==> config.mk <==
export PLATFORM = sky130hd
export DESIGN_NAME = mem_port_arbiter
export DESIGN_NICKNAME = d
export VERILOG_FILES = /design/src/rtl/mem_port_arbiter_pkg.sv /design/src/rtl/mem_arb_pick.sv /design/src/rtl/mem_port_arbiter.sv
export SDC_FILE = /design/constraint.sdc
export NUM_CORES = 1
export LEC_CHECK = 0
export CAP_MARGIN = 20
export CORE_UTILIZATION = 43
export DETAILED_ROUTE_END_ITERATION = 6
export PLACE_DENSITY_LB_ADDON = 0.2
export RECOVER_POWER = 100
export SLEW_MARGIN = 40
export SYNTH_ARGS = -nofsm -noshare
export SYNTH_HDL_FRONTEND = slang
export SYNTH_SLANG_ARGS = --single-unit
==> constraint.sdc <==
create_clock -name clk -period 5.92 [get_ports clk]
set_clock_uncertainty 0.2 [all_clocks]
set_input_delay 0.888 -clock clk [delete_from_list [all_inputs] [get_ports clk]]
set_output_delay 0.888 -clock clk [all_outputs]
set_load 0.02 [all_outputs]
==> src/rtl/mem_port_arbiter_pkg.sv <==
// ============================================================================
// mem_port_arbiter_pkg : shared encodings for the fetch/load-store memory arbiter
// Revision : 1.0
// ============================================================================
`default_nettype none

package mem_port_arbiter_pkg;

    typedef enum logic [1:0] {
        ST_IDLE = 2'd0,
        ST_REQ  = 2'd1,
        ST_WAIT = 2'd2
    } state_e;

    typedef enum logic {
        OWN_I = 1'b0,
        OWN_D = 1'b1
    } owner_e;

    localparam logic [1:0] WIDTH_B = 2'd0;
    localparam logic [1:0] WIDTH_H = 2'd1;
    localparam logic [1:0] WIDTH_W = 2'd2;

    localparam int                    MAX_DATA_W   = 64;
    localparam logic [MAX_DATA_W-1:0] TIMEOUT_DATA = '1;

endpackage

`default_nettype wire

==> src/rtl/mem_arb_pick.sv <==
// ============================================================================
// mem_arb_pick : combinational I/D grant pick; ARB_ROUND_ROBIN_EN adds the RR pointer
// Revision : 1.0
// ============================================================================
`default_nettype none

module mem_arb_pick
    import mem_port_arbiter_pkg::*;
(
    input  logic clk,
    input  logic rst,
    input  logic i_fetch_valid,
    input  logic i_lsu_valid,
    input  logic i_idle,
    output logic o_fetch_grant,
    output logic o_lsu_grant
);

`ifdef ARB_ROUND_ROBIN_EN
    owner_e last_q;
    owner_e last_d;

    always_comb begin
        o_fetch_grant = 1'b0;
        o_lsu_grant   = 1'b0;
        last_d        = last_q;
        if (i_idle) begin
            if (i_fetch_valid && i_lsu_valid) begin
                if (last_q == OWN_I) begin
                    o_lsu_grant = 1'b1;
                end else begin
                    o_fetch_grant = 1'b1;
                end
            end else begin
                o_fetch_grant = i_fetch_valid;
                o_lsu_grant   = i_lsu_valid;
            end
        end
        if (o_fetch_grant) begin
            last_d = OWN_I;
        end else if (o_lsu_grant) begin
            last_d = OWN_D;
        end
    end

    always_ff @(posedge clk) begin
        if (!rst) begin
            last_q <= OWN_I;
        end else begin
            last_q <= last_d;
        end
    end
`else
    // Load/store always wins so the execute stage is never starved by fetch.
    assign o_lsu_grant   = i_idle & i_lsu_valid;
    assign o_fetch_grant = i_idle & i_fetch_valid & ~i_lsu_valid;

    logic unused_clk_rst;
    assign unused_clk_rst = clk ^ rst;
`endif

endmodule

`default_nettype wire

==> src/rtl/mem_port_arbiter.sv <==
// ============================================================================
// mem_port_arbiter : shares one memory bus between fetch (I) and load/store (D),
//                    one outstanding transaction, with a response watchdog.
//                    Optional macro: ARB_ROUND_ROBIN_EN (else D has fixed priority).
// Revision : 1.0
// ============================================================================
`default_nettype none

module mem_port_arbiter
    import mem_port_arbiter_pkg::*;
#(
    parameter int ADDR_W  = 32,
    parameter int DATA_W  = 32,
    parameter int TIMEOUT = 255
) (
    input  logic              clk,
    input  logic              rst,
    input  logic              i_valid_i,
    output logic              i_ready_o,
    input  logic [ADDR_W-1:0] i_addr_i,
    output logic              i_rvalid_ro,
    output logic [DATA_W-1:0] i_rdata_ro,
    input  logic              d_valid_i,
    output logic              d_ready_o,
    input  logic [ADDR_W-1:0] d_addr_i,
    input  logic [DATA_W-1:0] d_wdata_i,
    input  logic              d_write_i,
    input  logic [1:0]        d_width_i,
    output logic              d_rvalid_ro,
    output logic [DATA_W-1:0] d_rdata_ro,
    output logic              mem_req_ro,
    input  logic              mem_gnt_i,
    output logic [ADDR_W-1:0] mem_addr_ro,
    output logic [DATA_W-1:0] mem_wdata_ro,
    output logic              mem_we_ro,
    output logic [1:0]        mem_width_ro,
    input  logic              mem_rvalid_i,
    input  logic [DATA_W-1:0] mem_rdata_i,
    output logic              err_ro
);

    localparam int               CNT_W       = $clog2(TIMEOUT + 1);
    localparam logic [CNT_W-1:0] TIMEOUT_CNT = CNT_W'(TIMEOUT);

    state_e              state_q,     state_d;
    owner_e              owner_q,     owner_d;
    logic                mem_req_q,   mem_req_d;
    logic [ADDR_W-1:0]   mem_addr_q,  mem_addr_d;
    logic [DATA_W-1:0]   mem_wdata_q, mem_wdata_d;
    logic                mem_we_q,    mem_we_d;
    logic [1:0]          mem_width_q, mem_width_d;
    logic                i_rvalid_q,  i_rvalid_d;
    logic [DATA_W-1:0]   i_rdata_q,   i_rdata_d;
    logic                d_rvalid_q,  d_rvalid_d;
    logic [DATA_W-1:0]   d_rdata_q,   d_rdata_d;
    logic                err_q,       err_d;
    logic [CNT_W-1:0]    wdog_q,      wdog_d;

    logic                i_grant;
    logic                d_grant;
    logic                resp_fire;
    logic [DATA_W-1:0]   resp_data;

    mem_arb_pick u_pick (
        .clk           (clk),
        .rst           (rst),
        .i_fetch_valid (i_valid_i),
        .i_lsu_valid   (d_valid_i),
        .i_idle        (state_q == ST_IDLE),
        .o_fetch_grant (i_grant),
        .o_lsu_grant   (d_grant)
    );

    assign i_ready_o = i_grant;
    assign d_ready_o = d_grant;

    always_comb begin
        state_d     = state_q;
        owner_d     = owner_q;
        mem_req_d   = mem_req_q;
        mem_addr_d  = mem_addr_q;
        mem_wdata_d = mem_wdata_q;
        mem_we_d    = mem_we_q;
        mem_width_d = mem_width_q;
        i_rvalid_d  = 1'b0;
        i_rdata_d   = i_rdata_q;
        d_rvalid_d  = 1'b0;
        d_rdata_d   = d_rdata_q;
        err_d       = err_q;
        wdog_d      = wdog_q;
        resp_fire   = 1'b0;
        resp_data   = mem_rdata_i;

        case (state_q)
            ST_IDLE: begin
                if (d_grant) begin
                    owner_d     = OWN_D;
                    mem_addr_d  = d_addr_i;
                    mem_wdata_d = d_wdata_i;
                    mem_we_d    = d_write_i;
                    // funct3[1:0]==3 never occurs for a legal access; treat it as a word.
                    mem_width_d = (d_width_i == WIDTH_B || d_width_i == WIDTH_H) ? d_width_i : WIDTH_W;
                end else if (i_grant) begin
                    owner_d     = OWN_I;
                    mem_addr_d  = i_addr_i;
                    mem_wdata_d = '0;
                    mem_we_d    = 1'b0;
                    mem_width_d = WIDTH_W;
                end
                if (d_grant || i_grant) begin
                    mem_req_d = 1'b1;
                    state_d   = ST_REQ;
                end
            end
            ST_REQ: begin
                if (mem_gnt_i) begin
                    mem_req_d = 1'b0;
                    wdog_d    = '0;
                    state_d   = ST_WAIT;
                end
            end
            ST_WAIT: begin
                if (wdog_q != TIMEOUT_CNT) begin
                    wdog_d = wdog_q + 1'b1;
                end
                if (mem_rvalid_i) begin
                    resp_fire = 1'b1;
                end else if (wdog_d == TIMEOUT_CNT) begin
                    resp_fire = 1'b1;
                    resp_data = TIMEOUT_DATA[DATA_W-1:0];
                    err_d     = 1'b1;
                end
            end
            default: begin
                state_d = ST_IDLE;
            end
        endcase

        if (resp_fire) begin
            state_d = ST_IDLE;
            if (owner_q == OWN_D) begin
                d_rvalid_d = 1'b1;
                d_rdata_d  = resp_data;
            end else begin
                i_rvalid_d = 1'b1;
                i_rdata_d  = resp_data;
            end
        end
    end

    always_ff @(posedge clk) begin
        if (!rst) begin
            state_q     <= ST_IDLE;
            owner_q     <= OWN_I;
            mem_req_q   <= 1'b0;
            mem_addr_q  <= '0;
            mem_wdata_q <= '0;
            mem_we_q    <= 1'b0;
            mem_width_q <= 2'd0;
            i_rvalid_q  <= 1'b0;
            i_rdata_q   <= '0;
            d_rvalid_q  <= 1'b0;
            d_rdata_q   <= '0;
            err_q       <= 1'b0;
            wdog_q      <= '0;
        end else begin
            state_q     <= state_d;
            owner_q     <= owner_d;
            mem_req_q   <= mem_req_d;
            mem_addr_q  <= mem_addr_d;
            mem_wdata_q <= mem_wdata_d;
            mem_we_q    <= mem_we_d;
            mem_width_q <= mem_width_d;
            i_rvalid_q  <= i_rvalid_d;
            i_rdata_q   <= i_rdata_d;
            d_rvalid_q  <= d_rvalid_d;
            d_rdata_q   <= d_rdata_d;
            err_q       <= err_d;
            wdog_q      <= wdog_d;
        end
    end

    assign mem_req_ro   = mem_req_q;
    assign mem_addr_ro  = mem_addr_q;
    assign mem_wdata_ro = mem_wdata_q;
    assign mem_we_ro    = mem_we_q;
    assign mem_width_ro = mem_width_q;
    assign i_rvalid_ro  = i_rvalid_q;
    assign i_rdata_ro   = i_rdata_q;
    assign d_rvalid_ro  = d_rvalid_q;
    assign d_rdata_ro   = d_rdata_q;
    assign err_ro       = err_q;

endmodule

`default_nettype wire

# Word-level counts from Yosys, hierarchy flattened
# Cells that the tools add are included.
word_totals:
  mem_bits_rw: 0
  romBits: 0
  out_inout_bits: 137
  elab_cells: 73
  mem_count: 0
  latchBits: 0
  ff_bits: 146
op_classes:
  muxes: 28
  n_bitwise: 8
  mul: 0
  n_lt_le_gt_ge: 0
  shift: 0
  n_eq_ne: 7
  n_reduce_logical: 16
  n_addsub: 1
  div: 0
op_table:
  columns: ["cell", "n"]
  rows:
  - ["32-bit 2-to-1 mux", 7]
  - ["8-bit 2-to-1 mux", 3]
  - ["8-bit case mux with 2 select lines", 1]
  - ["1-bit 2-to-1 mux", 10]
  - ["2-bit 2-to-1 mux", 5]
  - ["2-bit AND reduction", 5]
  - ["3-bit AND reduction", 3]
  - ["8-bit by 1-bit adder with 8-bit output, second input constant", 1]
  - ["8-bit == test, second input constant", 1]
  - ["8-bit != test, second input constant", 1]
  - ["2-bit case mux with 3 select lines", 1]
  - ["2-bit nonzero test", 3]
  - ["1-bit inverter", 5]
  - ["2-bit by 1-bit == test with 1-bit output, second input constant", 2]
  - ["2-bit zero test", 2]
  - ["2-bit != test, second input constant", 2]
  - ["1-bit bitwise AND", 3]
  - ["2-bit == test, second input constant", 1]
  - ["1-bit logical OR", 2]
  - ["1-bit case mux with 2 select lines", 1]
  - ["2-bit OR reduction", 1]

# Depth between registers and ports, before layout
depth:
  ltp_word: 8
  depth_mapped: 7

# Modules after synthesis
# A second synthesis with hierarchy kept.
hier_totals:
  cells_unflattened: 769
  area_unflattened_um2: 7484.7
by_module_without_submodules:
  columns: ["mod", "area_each_um2", "seq_area_each_um2", "cells_each", "instances"]
  rows:
  - ["mem_port_arbiter", 7468.4, 2922.8, 767, 1]
  - ["mem_arb_pick", 16.3, 0.0, 2, 1]

# Worst setup path after synthesis
# No wires, ideal clock.
synth_timing:
  kind: "input-to-output"
  start: "in d_valid_i"
  end: "out d_ready_o"
  t_required_ps: 4832
  cell_stages: 3
  path_buffers: 1
  slack_ps: 3301
  arrival_time_ps: 1531
  cell_sequence: "nand2_1 > inv_1 > clkbuf_1"
synth_via:
  elab_chain_cells: 1
synth_lines:
  columns: ["item", "line", "text"]
  rows:
  - ["start: declaration", "mem_port_arbiter.sv:23", "input logic d_valid_i,"]
  - ["1-bit bitwise AND", "mem_arb_pick.sv:55", "assign o_lsu_grant = i_idle & i_lsu_valid;"]
  - ["end: declaration", "mem_port_arbiter.sv:24", "output logic d_ready_o,"]
# No other way between the ends.

# Final worst setup path
layout_timing:
  start: "in rst"
  end: "reg state_q[0]"
layout_via:
  elab_chain_cells: 2
layout_lines:
  columns: ["item", "line", "text"]
  rows:
  - ["start: declaration", "mem_port_arbiter.sv:17", "input logic rst,"]
  - ["1-bit inverter (no source line)", null, null]
  - ["2-bit OR reduction (no source line)", null, null]
  - ["end signal: assignment", "mem_port_arbiter.sv:167", "state_q <= state_d;"]
  - ["end: declaration", "mem_port_arbiter.sv:45", "state_e state_q, state_d;"]
# No other way between the ends.
# A chain may end at the register's enable or synchronous reset.

==> flow_summary.toml <==
[outcome]
outcome = "finished, violations left"
violations = "max-capacitance violations, max-slew violations"

[clocking]
cts_setup_buffers = 0
cts_tree = "yes"
cts_hold_buf = 0
clk_latency_ns = 0.41
cts_buffer_depth = 2
htreeDepth = 4
cts_buffers = 17
cts-resized-gates = 0
cts-root-buf = "clkbuf_16"
cts.reportedPaths.clkPinSlew_ns = 0.06
clock-sinks = 146

[die]
ios = 274
coreArea_sq_um = 12210
initial_core_util_pct = 44.84
die_width_um = 114.8
die_area_sq_um = 13190
die_y_um = 114.8
std_cell_rows = 40

[grt]
grt_overflow_total = 0
grt_pass1_vias = 5411
antenna_found_initial = 1
grt_first_pass_wirelength_um = 27720
track_usage_pct = 27.10
grt_max_degree = 70

[power]
leakage_nw = 3.629
p_switching_uw = 643.2
comb_power_share_pct = 16.6
p_sw_share_pct = 25.65
seqPwrFrac_pct = 42.6
powerDensity_nw_per_um2 = 285.2
p_int_mw = 1.865
fin_total_pwr_mw = 2.508
max-vdd-ir-drop_uv = 163.9
pwr-share-clk_pct = 40.8

[detailed_routing]
detail-route-antenna-nets = 0
wl_per_cell_um = 18.19
drcViolationCount = 0
vias_per_cell = 5.561
routed_wl_um = 17850
dr_total_vias = 5455
drt_first_pass_iters = 5
drt_iter0_drc = 547

[run]
drv_cap = 3

[timing]
hold_viol = 0
slew-limit-headroom_pct = -7.821
fmax_mhz = 227.5
fin_crit_sh_pct = 74.24
finalSetupTns_ns = 0
setup_slack_ns = 1.525
slew_violations = 113
tightest_slew_ns = 1.608
grt_setup_unrepaired = "no"
setup_violations = 0
finalCriticalPeriod_ns = 4.395

[yosys]
yosysTopAreaCellShare_pct = 53.38
syn-mean-instance-area_sq_um = 9.937
syn-cell-area_sq_um = 5475
ys_async_sr_fraction_pct = 0
ys_seq_elements = 146
synthDistinctLibCells = 40
ys_seq_area_share_pct = 53.38
synth_enable_flop_cells = 0
synth.area.top_cells = "dfxtp_1, o221a_2, nor2_1, a311oi_1, nand2_1"
syn_inst = 551
synth_nets = 689
yosysWarnings = 0
synth_top_area_cell = "dfxtp_1"
synth_ff_type = "dfxtp_1"

[setup_path]
worstSetupPathType = "in2reg"
crit_path_start_kind = "input pin"
cp-end-kind = "flip-flop"
cpMaxStageDelayCell = "clkinvlp_2"
crit_path_max_fanout = 69
max_stage_delay_ns = 1.49
crit_required_ns = 6.01
path_delay_family = "buffers and inverters"
crit_chain = "buf_2 > buf_4 > clkinvlp_2 > clkbuf_1 > a2111oi_0"
critPathBufInv = 4
arrival_ns = 4.48

[placed_design]
place_hpwl_um = 12330
port_buffers = 273
dpl_worst_slack_ns = 2.202
place_congestion = 0.9390

[finish]
final_common_cell = "dfxtp_1"
finalNetCount = 938
drive_above_1_share_pct = 11.70
synthToLayoutAreaGrowth_pct = 60.63
layout_common_cells = "dfxtp_1, dlygate4sd3_1, clkdlybuf4s50_1, nor2_1, nand2_1"

[min_path]
hold_class = "reg2reg"
-- per-layer routing --
| metal | routed length [um] | share of wire [%] | GRT usage, % |
|---|---|---|---|
| met2 | 8635 | 48 | 45.82 |
| met1 | 7242 | 41 | 30.94 |
| met3 | 1568 | 8.8 | 10.54 |
| met4 | 402 | 2.3 | 10.22 |
| met5 | 0 | 0 | 0 |
-- final timing paths --
| kind | to | from | slack (ns) | depth (start not counted) |
|---|---|---|---|---|
| setup / recovery | state_q[0] | rst | 1.53 | 5 |
| hold / removal | err_ro | err_ro | 0.25 | 2 |
| setup reg to reg | i_rdata_ro[24] | wdog_q[0] | 2.16 | 7 |
| hold reg to reg | err_ro | err_ro | 0.25 | 2 |
-- Yosys cell counts (2+ instances only) --
cell      instances
a21oi_1          14
a22oi_1          35
a311oi_1         31
a31oi_1           4
and2_1            2
and3_1            2
buf_2             3
buf_6             7
clkbuf_1         42
dfxtp_1         146
inv_1             4
nand2_1          72
nand3_1           2
nand4_1           4
nor2_1           81
nor2b_1           2
nor3_1            7
nor4_1            2
o211a_1           3
o21ai_0           4
o221a_1          16
o221a_2          49
o31ai_4           2
-- flip-flops by register name, indices dropped and copies added, names as in the netlist, 2 cells and up --
name / cells
d_rdata_ro: 32
i_rdata_ro: 32
mem_addr_ro: 32
mem_wdata_ro: 32
wdog_q: 8
mem_width_ro: 2
state_q: 2
-- through the flow --
| step | cells | hold WS [ns] | utilization (%) | instance area (sq um) |
|---|---|---|---|---|
| floorplan | 551 | 0.2788 | - | 5475 |
| global placement | 949 | 0.2386 | 67.46 | 8238 |
| detailed placement | 949 | 0.2423 | 67.47 | 8239 |
| CTS | 980 | 0.2620 | 72.17 | 8813 |
| global route | 981 | 0.2699 | 72.02 | 8795 |
| finish | 981 | 0.2501 | 72.02 | 8795 |
-- worst min-delay path, stage by stage (launching register included) --
cell and delay (ns):
dfxtp_1 0.32, nand2_1 0.05, o41ai_1 0.05
-- cell type report --
type | count | area, sq um
well taps | 168 | 210.2
flip-flops and latches | 146 | 2923
clock inverters | 9 | 80.08
diodes | 1 | 2.502
fillers | 927 | 3417
repair buffers | 283 | 2789
inverters | 5 | 20.02
clock buffers | 22 | 494.2
multi-input cells | 347 | 2276
-- kinds of logic after synthesis --
group                    after synthesis  synth area share (%)
AND/OR/NAND/NOR                      180                 13.60
AO/OA/AOI/OAI                        166                 27.79
flip-flops                           146                 53.38
buffers and inverters                 58                 5.004
adder cells (fa/ha/maj)                1                0.2285
-- power by group through the flow --
| stage | registers [mW] | clock network (mW) | logic, mW |
|---|---|---|---|
| after global routing | 1.07 | 1.09 | 0.445 |
| after floorplan | 1.15 | 0 | 0.138 |
| final | 1.07 | 1.02 | 0.417 |
| after global placement | 1.09 | 0 | 0.425 |
| after CTS | 1.07 | 1.04 | 0.436 |
| after detailed placement | 1.09 | 0 | 0.432 |
(Power assumes the default switching activity.)
